**src/rtl/imem_program_loader_pkg.sv**
```systemverilog
// ============================================================================
//  Module   : imem_program_loader_pkg
//  Purpose  : Shared constants and state encoding for the instruction-memory
//             program loader and its byte-to-word assembler.
//  Contents : BYTE_BITS, BYTES_PER_WORD, CNT_BITS, HALT_WORD_DEFAULT, state_t
//  Options  : IMEM_LOADER_CHECKSUM_EN adds the ST_CHECK state.
//  Revision : 1.0 - initial release
// ============================================================================
`default_nettype none

package imem_program_loader_pkg;

   localparam int BYTE_BITS      = 8;
   localparam int BYTES_PER_WORD = 4;
   localparam int CNT_BITS       = 2;

   localparam logic [31:0] HALT_WORD_DEFAULT = 32'hFFFF_FFFF;

   typedef enum logic [2:0] {
      ST_IDLE  = 3'd0,
      ST_LOAD  = 3'd1,
      ST_WRITE = 3'd2,
      ST_DONE  = 3'd3,
      ST_ERROR = 3'd4
`ifdef IMEM_LOADER_CHECKSUM_EN
      ,
      ST_CHECK = 3'd5
`endif
   } state_t;

endpackage

`default_nettype wire

```
**src/rtl/imem_program_loader_byte_word_assembler.sv**
```systemverilog
// ============================================================================
//  Module   : imem_program_loader_byte_word_assembler
//  Purpose  : Shifts received bytes in MSB-first and flags the byte that
//             completes a word. The completed word is presented combinationally
//             alongside word_valid so the caller can register it on the same
//             edge that accepts the last byte.
//  Ports    : clk, rst (async, active-low)
//             clear       - synchronous clear of shift register and counter
//             enable      - bytes are only taken while high
//             byte_in     - received byte
//             byte_valid  - byte_in strobe
//             word_out    - word formed by the current byte and prior bytes
//             word_valid  - high when the current byte completes a word
//  Revision : 1.0 - initial release
// ============================================================================
`default_nettype none

module imem_program_loader_byte_word_assembler
   import imem_program_loader_pkg::*;
#(
   parameter int NBITS = BYTE_BITS * BYTES_PER_WORD
) (
   input  logic                 clk,
   input  logic                 rst,
   input  logic                 clear,
   input  logic                 enable,
   input  logic [BYTE_BITS-1:0] byte_in,
   input  logic                 byte_valid,
   output logic [NBITS-1:0]     word_out,
   output logic                 word_valid
);

   localparam logic [CNT_BITS-1:0] LAST_BYTE = CNT_BITS'(BYTES_PER_WORD - 1);

   logic [NBITS-1:0]    shift_reg;
   logic [CNT_BITS-1:0] byte_cnt;
   logic                take;

   assign take       = enable & byte_valid;
   assign word_out   = {shift_reg[NBITS-BYTE_BITS-1:0], byte_in};
   assign word_valid = take && (byte_cnt == LAST_BYTE);

   always_ff @(posedge clk or negedge rst) begin
      if (!rst) begin
         shift_reg <= '0;
         byte_cnt  <= '0;
      end else if (clear) begin
         shift_reg <= '0;
         byte_cnt  <= '0;
      end else if (take) begin
         shift_reg <= word_out;
         // Wraps naturally to 0 after the last byte of a word.
         byte_cnt  <= byte_cnt + CNT_BITS'(1);
      end
   end

endmodule

`default_nettype wire

```
**src/rtl/imem_program_loader.sv**
```systemverilog
// ============================================================================
//  Module   : imem_program_loader
//  Purpose  : Writer side of the instruction memory. Assembles 32-bit words
//             from a UART byte stream, writes them sequentially from address 0
//             and holds the CPU until a halt-terminated program is loaded.
//  Ports    : clk, rst (async, active-low)
//             start            - one-cycle pulse, begins a load
//             rx_data/rx_valid - received byte and strobe
//             imem_we/addr/wdata - instruction memory write port (byte addr)
//             cpu_hold         - PC/pipeline write disable
//             busy/done/error  - load status
//             word_count       - words written in current/last load
//  Options  : IMEM_LOADER_CHECKSUM_EN - after the halt word, one more byte is
//             compared with the XOR of every program byte.
//  Revision : 1.0 - initial release
// ============================================================================
`default_nettype none

module imem_program_loader
   import imem_program_loader_pkg::*;
#(
   parameter int               NBITS     = 32,
   parameter int               ADDR_BITS = 10,
   parameter logic [NBITS-1:0] HALT_WORD = HALT_WORD_DEFAULT
) (
   input  logic                 clk,
   input  logic                 rst,
   input  logic                 start,
   input  logic [7:0]           rx_data,
   input  logic                 rx_valid,
   output logic                 imem_we,
   output logic [NBITS-1:0]     imem_addr,
   output logic [NBITS-1:0]     imem_wdata,
   output logic                 cpu_hold,
   output logic                 busy,
   output logic                 done,
   output logic                 error,
   output logic [ADDR_BITS:0]   word_count
);

   localparam logic [ADDR_BITS:0] DEPTH = {1'b1, {ADDR_BITS{1'b0}}};

   state_t             state;
   state_t             state_nxt;
   logic [ADDR_BITS:0] word_index;
   logic [NBITS-1:0]   asm_word;
   logic               word_valid;
   logic               accept;
   logic               is_halt;
   logic               overflow;
   logic               restart;

   // imem_wdata holds the word being written during ST_WRITE, so the halt
   // decision is taken from it rather than from the assembler, which may
   // already be shifting in byte 0 of the next word.
   assign is_halt  = (imem_wdata == HALT_WORD);
   assign overflow = (word_index == DEPTH);
   // Bytes arriving during WRITE belong to the next word, unless the word
   // being written ends the program.
   assign accept   = (state == ST_LOAD) || ((state == ST_WRITE) && !is_halt);
   assign restart  = start && ((state == ST_IDLE) || (state == ST_DONE) ||
                               (state == ST_ERROR));

   imem_program_loader_byte_word_assembler #(
      .NBITS (NBITS)
   ) u_assembler (
      .clk        (clk),
      .rst        (rst),
      .clear      (!accept),
      .enable     (accept),
      .byte_in    (rx_data),
      .byte_valid (rx_valid),
      .word_out   (asm_word),
      .word_valid (word_valid)
   );

`ifdef IMEM_LOADER_CHECKSUM_EN
   logic [7:0] checksum;

   always_ff @(posedge clk or negedge rst) begin
      if (!rst) begin
         checksum <= '0;
      end else if ((state == ST_IDLE) || restart) begin
         checksum <= '0;
      end else if (accept && rx_valid) begin
         checksum <= checksum ^ rx_data;
      end
   end
`endif

   // ------------------------------------------------------------------------
   // State register
   // ------------------------------------------------------------------------
   always_ff @(posedge clk or negedge rst) begin
      if (!rst) begin
         state <= ST_IDLE;
      end else begin
         state <= state_nxt;
      end
   end

   // ------------------------------------------------------------------------
   // Next state and status outputs
   // ------------------------------------------------------------------------
   always_comb begin
      state_nxt = state;
      busy      = 1'b0;
      done      = 1'b0;
      error     = 1'b0;
      cpu_hold  = 1'b1;
      case (state)
         ST_IDLE: begin
            if (start) state_nxt = ST_LOAD;
         end
         ST_LOAD: begin
            busy = 1'b1;
            if (word_valid) state_nxt = overflow ? ST_ERROR : ST_WRITE;
         end
         ST_WRITE: begin
            busy = 1'b1;
            if (is_halt) begin
`ifdef IMEM_LOADER_CHECKSUM_EN
               state_nxt = ST_CHECK;
`else
               state_nxt = ST_DONE;
`endif
            end else begin
               state_nxt = ST_LOAD;
            end
         end
         ST_DONE: begin
            done     = 1'b1;
            cpu_hold = 1'b0;
            if (start) state_nxt = ST_LOAD;
         end
         ST_ERROR: begin
            error = 1'b1;
            if (start) state_nxt = ST_LOAD;
         end
`ifdef IMEM_LOADER_CHECKSUM_EN
         ST_CHECK: begin
            busy = 1'b1;
            if (rx_valid) state_nxt = (rx_data == checksum) ? ST_DONE : ST_ERROR;
         end
`endif
         default: begin
            state_nxt = ST_IDLE;
         end
      endcase
   end

   // ------------------------------------------------------------------------
   // Write port, word index and word counter
   // ------------------------------------------------------------------------
   always_ff @(posedge clk or negedge rst) begin
      if (!rst) begin
         imem_we    <= 1'b0;
         imem_addr  <= '0;
         imem_wdata <= '0;
         word_index <= '0;
         word_count <= '0;
      end else begin
         imem_we <= 1'b0;
         if ((state == ST_IDLE) || restart) begin
            word_index <= '0;
            word_count <= '0;
         end else begin
            // The overflowing word never reaches the memory.
            if ((state == ST_LOAD) && word_valid && !overflow) begin
               imem_we    <= 1'b1;
               imem_addr  <= NBITS'({word_index[ADDR_BITS-1:0], 2'b00});
               imem_wdata <= asm_word;
            end
            if (state == ST_WRITE) begin
               word_count <= word_count + (ADDR_BITS+1)'(1);
               if (!is_halt) word_index <= word_index + (ADDR_BITS+1)'(1);
            end
         end
      end
   end

endmodule

`default_nettype wire

```
**config.mk**
```make
export PLATFORM = sky130hd
export DESIGN_NAME = imem_program_loader
export DESIGN_NICKNAME = d
export VERILOG_FILES = /design/src/rtl/imem_program_loader_pkg.sv /design/src/rtl/imem_program_loader_byte_word_assembler.sv /design/src/rtl/imem_program_loader.sv
export SDC_FILE = /design/constraint.sdc
export NUM_CORES = 1
export LEC_CHECK = 0
export CAP_MARGIN = 20
export CELL_PAD_IN_SITES_DETAIL_PLACEMENT = 2
export CELL_PAD_IN_SITES_GLOBAL_PLACEMENT = 2
export CORE_MARGIN = 5
export CORE_UTILIZATION = 34
export CTS_BUF_LIST = sky130_fd_sc_hd__clkbuf_16
export DETAILED_ROUTE_END_ITERATION = 16
export PLACE_DENSITY_LB_ADDON = 0.1
export SLEW_MARGIN = 20
export SYNTH_ARGS = -nofsm -noshare
export SYNTH_HDL_FRONTEND = slang
export SYNTH_HIERARCHICAL = 1
export SYNTH_SLANG_ARGS = --single-unit
export TNS_END_PERCENT = 1
```
**constraint.sdc**
```tcl
create_clock -name clk -period 2.6 [get_ports clk]
set_input_delay 0.26 -clock clk [delete_from_list [all_inputs] [get_ports clk]]
set_output_delay 0.26 -clock clk [all_outputs]
set_load 0.02 [all_outputs]
```
# --- Word level (Yosys, flattened, before mapping) ---
# Cells that the tools add are included.
# Widths: inputs -> output; s select.
op_classes:
  bitwise: 2
  mul: 0
  n_lt_le_gt_ge: 0
  shifts: 0
  div_mod_pow: 0
  muxes: 20
  n_reduce_logical: 18
  n_eq_ne: 11
  n_addsub: 3
op_table:
  columns: ["op", "count"]
  rows:
  - ["$mux 11", 5]
  - ["$mux 24", 2]
  - ["$eq 32x32->1 const B", 1]
  - ["$add 11x1->11 const B", 2]
  - ["$eq 11x11->1 const B", 1]
  - ["$mux 3", 3]
  - ["$pmux 3 s3", 1]
  - ["$eq 3x2->1 const B", 2]
  - ["$mux 1", 6]
  - ["$mux 2", 3]
  - ["$reduce_and 2->1", 3]
  - ["$logic_and 1x1->1", 5]
  - ["$logic_or 1x1->1", 4]
  - ["$ne 2x1->1 const B", 2]
  - ["$ne 2x2->1 const B", 2]
  - ["$eq 3x1->1 const B", 1]
  - ["$eq 3x3->1 const B", 1]
  - ["$logic_not 3->1", 1]
  - ["$reduce_or 3->1", 1]
  - ["$add 2x1->2 const B", 1]
  - ["$eq 2x2->1 const B", 1]
  - ["$logic_not 1->1", 2]
  - ["$reduce_bool 2->1", 1]
  - ["$reduce_or 2->1", 1]
  - ["other kinds (2)", 2]
word_totals:
  latchBits: 0
  mem_bits_rw: 0
  rom_bits: 0
  regBits: 94
  output_inout_bits: 80
  n_memories: 0
  in_bits: 12

# --- Depth between registers and ports, before layout ---
depth:
  word_depth: 10
  depth_mapped: 11
  mapped_depth_nobuf: 9

# --- Cells and area by module ---
# The synthesis kept the hierarchy.
modules_own_cells:
  columns: ["module", "area_per_inst_um2", "cells_each", "n_inst"]
  rows:
  - ["imem_program_loader", 3390.8, 264, 1]
  - ["imem_program_loader_byte_word_assembler", 1246.2, 107, 1]

# --- Worst setup path before layout ---
# Ideal clock, no wire load.
synth_path:
  kind: "register -> register"
  from: "register imem_wdata[5]"
  to: "register imem_addr[11]"
  setup_ns: 0.125
  arrival_time_ns: 2.335
  path_stages_with_launch: 12
  slack_ns: 0.140
  required_ns: 2.475
  n_path_buf: 2
  path_cell_list: "dfrtp_1 -> nand4_1 -> nor4_4 -> nand2_1 -> a21oi_1 -> nor2_1 -> buf_2 -> and3_1 -> nand3_2 -> nor2_4 -> buf_6 -> mux2_4"
synth_between:
  elab_chain_cells: 9
synth_lines:
  columns: ["item", "line_no", "source"]
  rows:
  - ["start: declaration", "imem_program_loader.sv:33", "output logic [NBITS-1:0] imem_wdata,"]
  - ["start signal: assignment", "imem_program_loader.sv:172", "imem_wdata <= asm_word;"]
  - ["$eq 32x32->1", "imem_program_loader.sv:56", "assign is_halt = (imem_wdata == HALT_WORD);"]
  - ["$logic_not 1->1", null, null]
  - ["$logic_and 1x1->1", "imem_program_loader.sv:60", "assign accept = (state == ST_LOAD) || ((state == ST_WRITE) && !is_halt);"]
  - ["$logic_or 1x1->1", "imem_program_loader.sv:60", null]
  - ["net accept", "imem_program_loader.sv:48", "logic accept;"]
  - ["$and 1x1->1", "imem_program_loader_byte_word_assembler.sv:39", "assign take = enable & byte_valid;"]
  - ["$logic_and 1x1->1", "imem_program_loader_byte_word_assembler.sv:41", "assign word_valid = take && (byte_cnt == LAST_BYTE);"]
  - ["net word_valid", "imem_program_loader.sv:47", "logic word_valid;"]
  - ["$logic_and 1x1->1 (2 in a row)", "imem_program_loader.sv:169", "if ((state == ST_LOAD) && word_valid && !overflow) begin"]
  - ["$reduce_and 2->1 (no source line)", null, null]
  - ["end signal: assignment", "imem_program_loader.sv:171", "imem_addr <= NBITS'({word_index[ADDR_BITS-1:0], 2'b00});"]
  - ["end: declaration", "imem_program_loader.sv:32", "output logic [NBITS-1:0] imem_addr,"]
# The timed path passes the listed nets, and every way through them passes these cells.
# A chain may end at the register's enable or synchronous reset.

# --- Final worst setup path ---
layout_path:
  from: "register state[2]"
  to: "output done"
layout_between:
  elab_chain_cells: 2
layout_lines:
  columns: ["item", "line_no", "source"]
  rows:
  - ["start: declaration", "imem_program_loader.sv:43", "state_t state;"]
  - ["start signal: assignment", "imem_program_loader.sv:98", "state <= state_nxt;"]
  - ["$eq 3x2->1", "imem_program_loader.sv:111", "case (state)"]
  - ["$mux 1", "imem_program_loader.sv:111", null]
  - ["end: declaration", "imem_program_loader.sv:36", "output logic done,"]
# No other way between the ends.

==> summary.txt <==
Status
  • Status: finished clean

Timing
  • Slew Limit Fails: 0
  • Final TNS setup: 0 ns
  • Max_slew headroom: 0.578
  • Final min period: around 2.4 ns
  • Final period utilization: 0.908
  • Setup violators final: 0
  • Max frequency: 0.423 GHz
  • RSZ-0062 raised after global routing: no
  • Final hold violation count: 0
  • Worst-Margin Slew: roughly 0.63 ns
  • Final Skew: roughly 0.0068 ns

Clocking
  • Post-CTS setup buffers: 0
  • CTS tree: done
  • Worst-path clk slew: ~0.06 ns
  • Clock latency on the worst-skew pair: roughly 0.35 ns
  • Clock Tree Buf Depth: 2
  • Root Driver: clkbuf_16
  • Clock sinks: 94
  • H-tree depth: 3
  • TritonCTS Buffers: 9

Worst setup path
  • CP startpoint: state[2]
  • Critical Path Source Type: flip-flop
  • Worst r2r src: imem_wdata[22]
  • FF-to-FF setup slack: 0.26 ns
  • Nature of the critical path endpoint: output port
  • Delay-heaviest family, CP: buffers and inverters
  • WP depth: 3
  • R2r worst-path depth: 10
  • Crit-path cells: nand2b_2 -> nor2_1 -> clkdlybuf4s50_1
  • Crit Path Class: flip-flop to output port
  • CP max-delay cell: clkdlybuf4s50_1
  • Worst Path Arrival: roughly 2.1 ns
  • Top fanout value on the critical path: 10
  • CP peak stage delay: roughly 0.68 ns
  • CP required: roughly 2.3 ns
  • Crit path buf inv count: 1
  • R2R Path End: imem_wdata[27]

Logic synthesis
  • Mapped Avg Cell Area: around 12 µm²
  • Synth Area in Compound Gates: 0.0372
  • Adder-cell share of the synthesized area: 0.0108
  • Count leader, synth: dfrtp_1
  • Yosys top cell by area: dfrtp_1
  • Combinational family with the most area after synthesis: multiplexers
  • Simple-gate share of the synthesized area: 0.152
  • Synth Area in XOR/XNOR: 0.0283
  • Main synth FF type: dfrtp_1
  • Netlist cell types: 45
  • Mapped Area: approximately 4600 µm²
  • Synth top area cells: dfrtp_1 51%, mux2_4 13%, buf_4 5.3%
  • Synth top cells by count: 94 x dfrtp_1, 39 x mux2_4, 33 x buf_4
  • Register area share after synthesis: 0.507
  • Flops & latches, synth: between 90 and 100
  • Number of flops mapped to enable cells by yosys: 0
  • Post-synthesis mux area share: 0.183
  • Synth top area share: 0.507
  • Async S/R FF share, synth: 1.00
  • Ys Warns: 6
  • Gate count after technology mapping: ~370

Floorplanning
  • # rows: 42
  • Initial core utilization: 0.349
  • Die H: 127 µm
  • IO Count: between 90 and 100
  • Core area: 13,300 µm²
  • Die W: ~130 µm
  • Die ar.: roughly 16,000 µm²

Global route
  • M2 GR Usage: 0.262
  • Initial antenna violation count: 0
  • Global Route met1 Usage: 0.180
  • Most Used Layer, Global Route: met2
  • First-pass GRT wire length: about 19 mm
  • All-layer global routing usage: 0.150
  • Largest net degree at the start of global routing: 51
  • Vias in the first global route: 3,438
  • Grt total ovfl: 0
  • Grt met3 use: 0.0437

Cells and area
  • Synth-to-Final Area Change: 23.2%
  • Layout cells sized above 1: 0.182
  • Max reg flops: 32
  • Inserted Diodes: 0
  • Final #Nets: about 460
  • Fin cells: between 600 and 700

Routing
  • Via count: 2,984
  • DRT iter0 DRCs: about 90
  • DRC: 0
  • Pre-Repair DR Iteration Count: 4
  • Antenna Nets Post-Route: 0
  • Drt wl/cell: 18.4 µm
  • Post-Route WL: about 11 mm
  • Via/cell ratio: approximately 4.8

Pwr
  • Peak VDD IR: ~0.57 mV
  • Leak pwr: between 2 and 3 nW
  • PwrDens: just over 1000 nW/µm²

Placement
  • DP HPWL: between 8 and 9 mm
  • IO Port Bufs: 69
  • Final Wtd Congestion: 0.748
  • Cell total after placement: between 600 and 700

Run
  • Max_cap viols: 0

Hold path
  • Hold Path Class: primary input to async pin
## cell type report
cell class                 count  area, µm²
fill                        1348       7580
tap                          176        220
inverter                       5       18.8
sequential                    94       2350
clock buffer                   9        225
clock inverter                 7       82.6
multi-input combinational    247       1990
timing repair buffer          83        821
## worst reg2reg max path: stages, from the launching register on
cell,delay (ns)
dfrtp_1,0.39
nand4_1,0.20
nor4_4,0.37
nand2_1,0.09
a21oi_1,0.17
nor2_1,0.08
and3_1,0.21
nand3_2,0.11
nor2_4,0.05
buf_4,0.23
mux2_4,0.33
## report_power, final
part	leakage, nW	switching (mW)	internal, mW
logic	1.18	1.13	1.15
registers	1.27	0.347	1.88
clock network	0.157	0.555	0.829
total	2.60	2.03	3.86
## through the flow
stage,worst slack [ns],power (mW),hold WS [ns],cell area (µm²),utilization
6_report,0.238,5.89,0.475,5710,0.430
3_3_place_gp,0.307,4.50,0.327,5390,0.406
3_5_place_dp,0.252,4.57,0.333,5390,0.406
2_1_floorplan,0.140,3.66,-0.0356,4720,-
5_1_grt,0.0776,6.26,0.523,5710,0.430
4_1_cts,0.194,6.02,0.497,5710,0.430
## cells in the final DEF (no fill, tap or decap), types with 2 or more instances in the layout
cell	n
clkbuf_16	9
nor4b_1	2
nor2b_1	2
mux2_4	39
nor4_4	2
xnor2_1	7
xor2_1	8
nand4b_1	8
and3_1	6
and2_1	3
nand2_1	17
clkdlybuf4s50_1	68
mux2i_1	22
a21oi_1	4
mux2_2	4
nor2_1	22
a211oi_1	2
inv_1	8
o21ai_1	8
dfrtp_1	94
nand4_1	10
buf_4	12
nand2b_1	27
bufinv_16	2
ha_1	4
nand3_1	9
buf_12	2
and4_1	2
conb_1	22
## how the worst max path moves through the flow
| stage | endpoint |
|---|---|
| after global routing | imem_wdata[21] |
| after detailed placement | imem_wdata[28] |
| after global placement | imem_wdata[30] |
| after floorplan | imem_addr[11] |
| after CTS | done |
| final | done |
## routing by layer
metal	wire (µm)	share of wire	vias up
li1	-	-	1368
met1	4830	0.42	1544
met2	6030	0.53	63
met3	449	0.039	9
met4	116	0.010	0
met5	0	0	-
## logic make-up (layout without fill, tap and decap cells)
family	count (synthesis)	after routing
AND/OR/NAND/NOR	116	116
flip-flops	94	94
multiplexers	65	65
buffers and inverters	51	104
AO/OA/AOI/OAI	25	25
XOR/XNOR	15	15
adder cells (fa/ha/maj)	4	4
other	1	22
## timing repair
item,CTS,global route
hold buffers,1,0
resized for setup,0,0
hold endpoints to repair,44,0
Power figures use the tool's default switching activity.
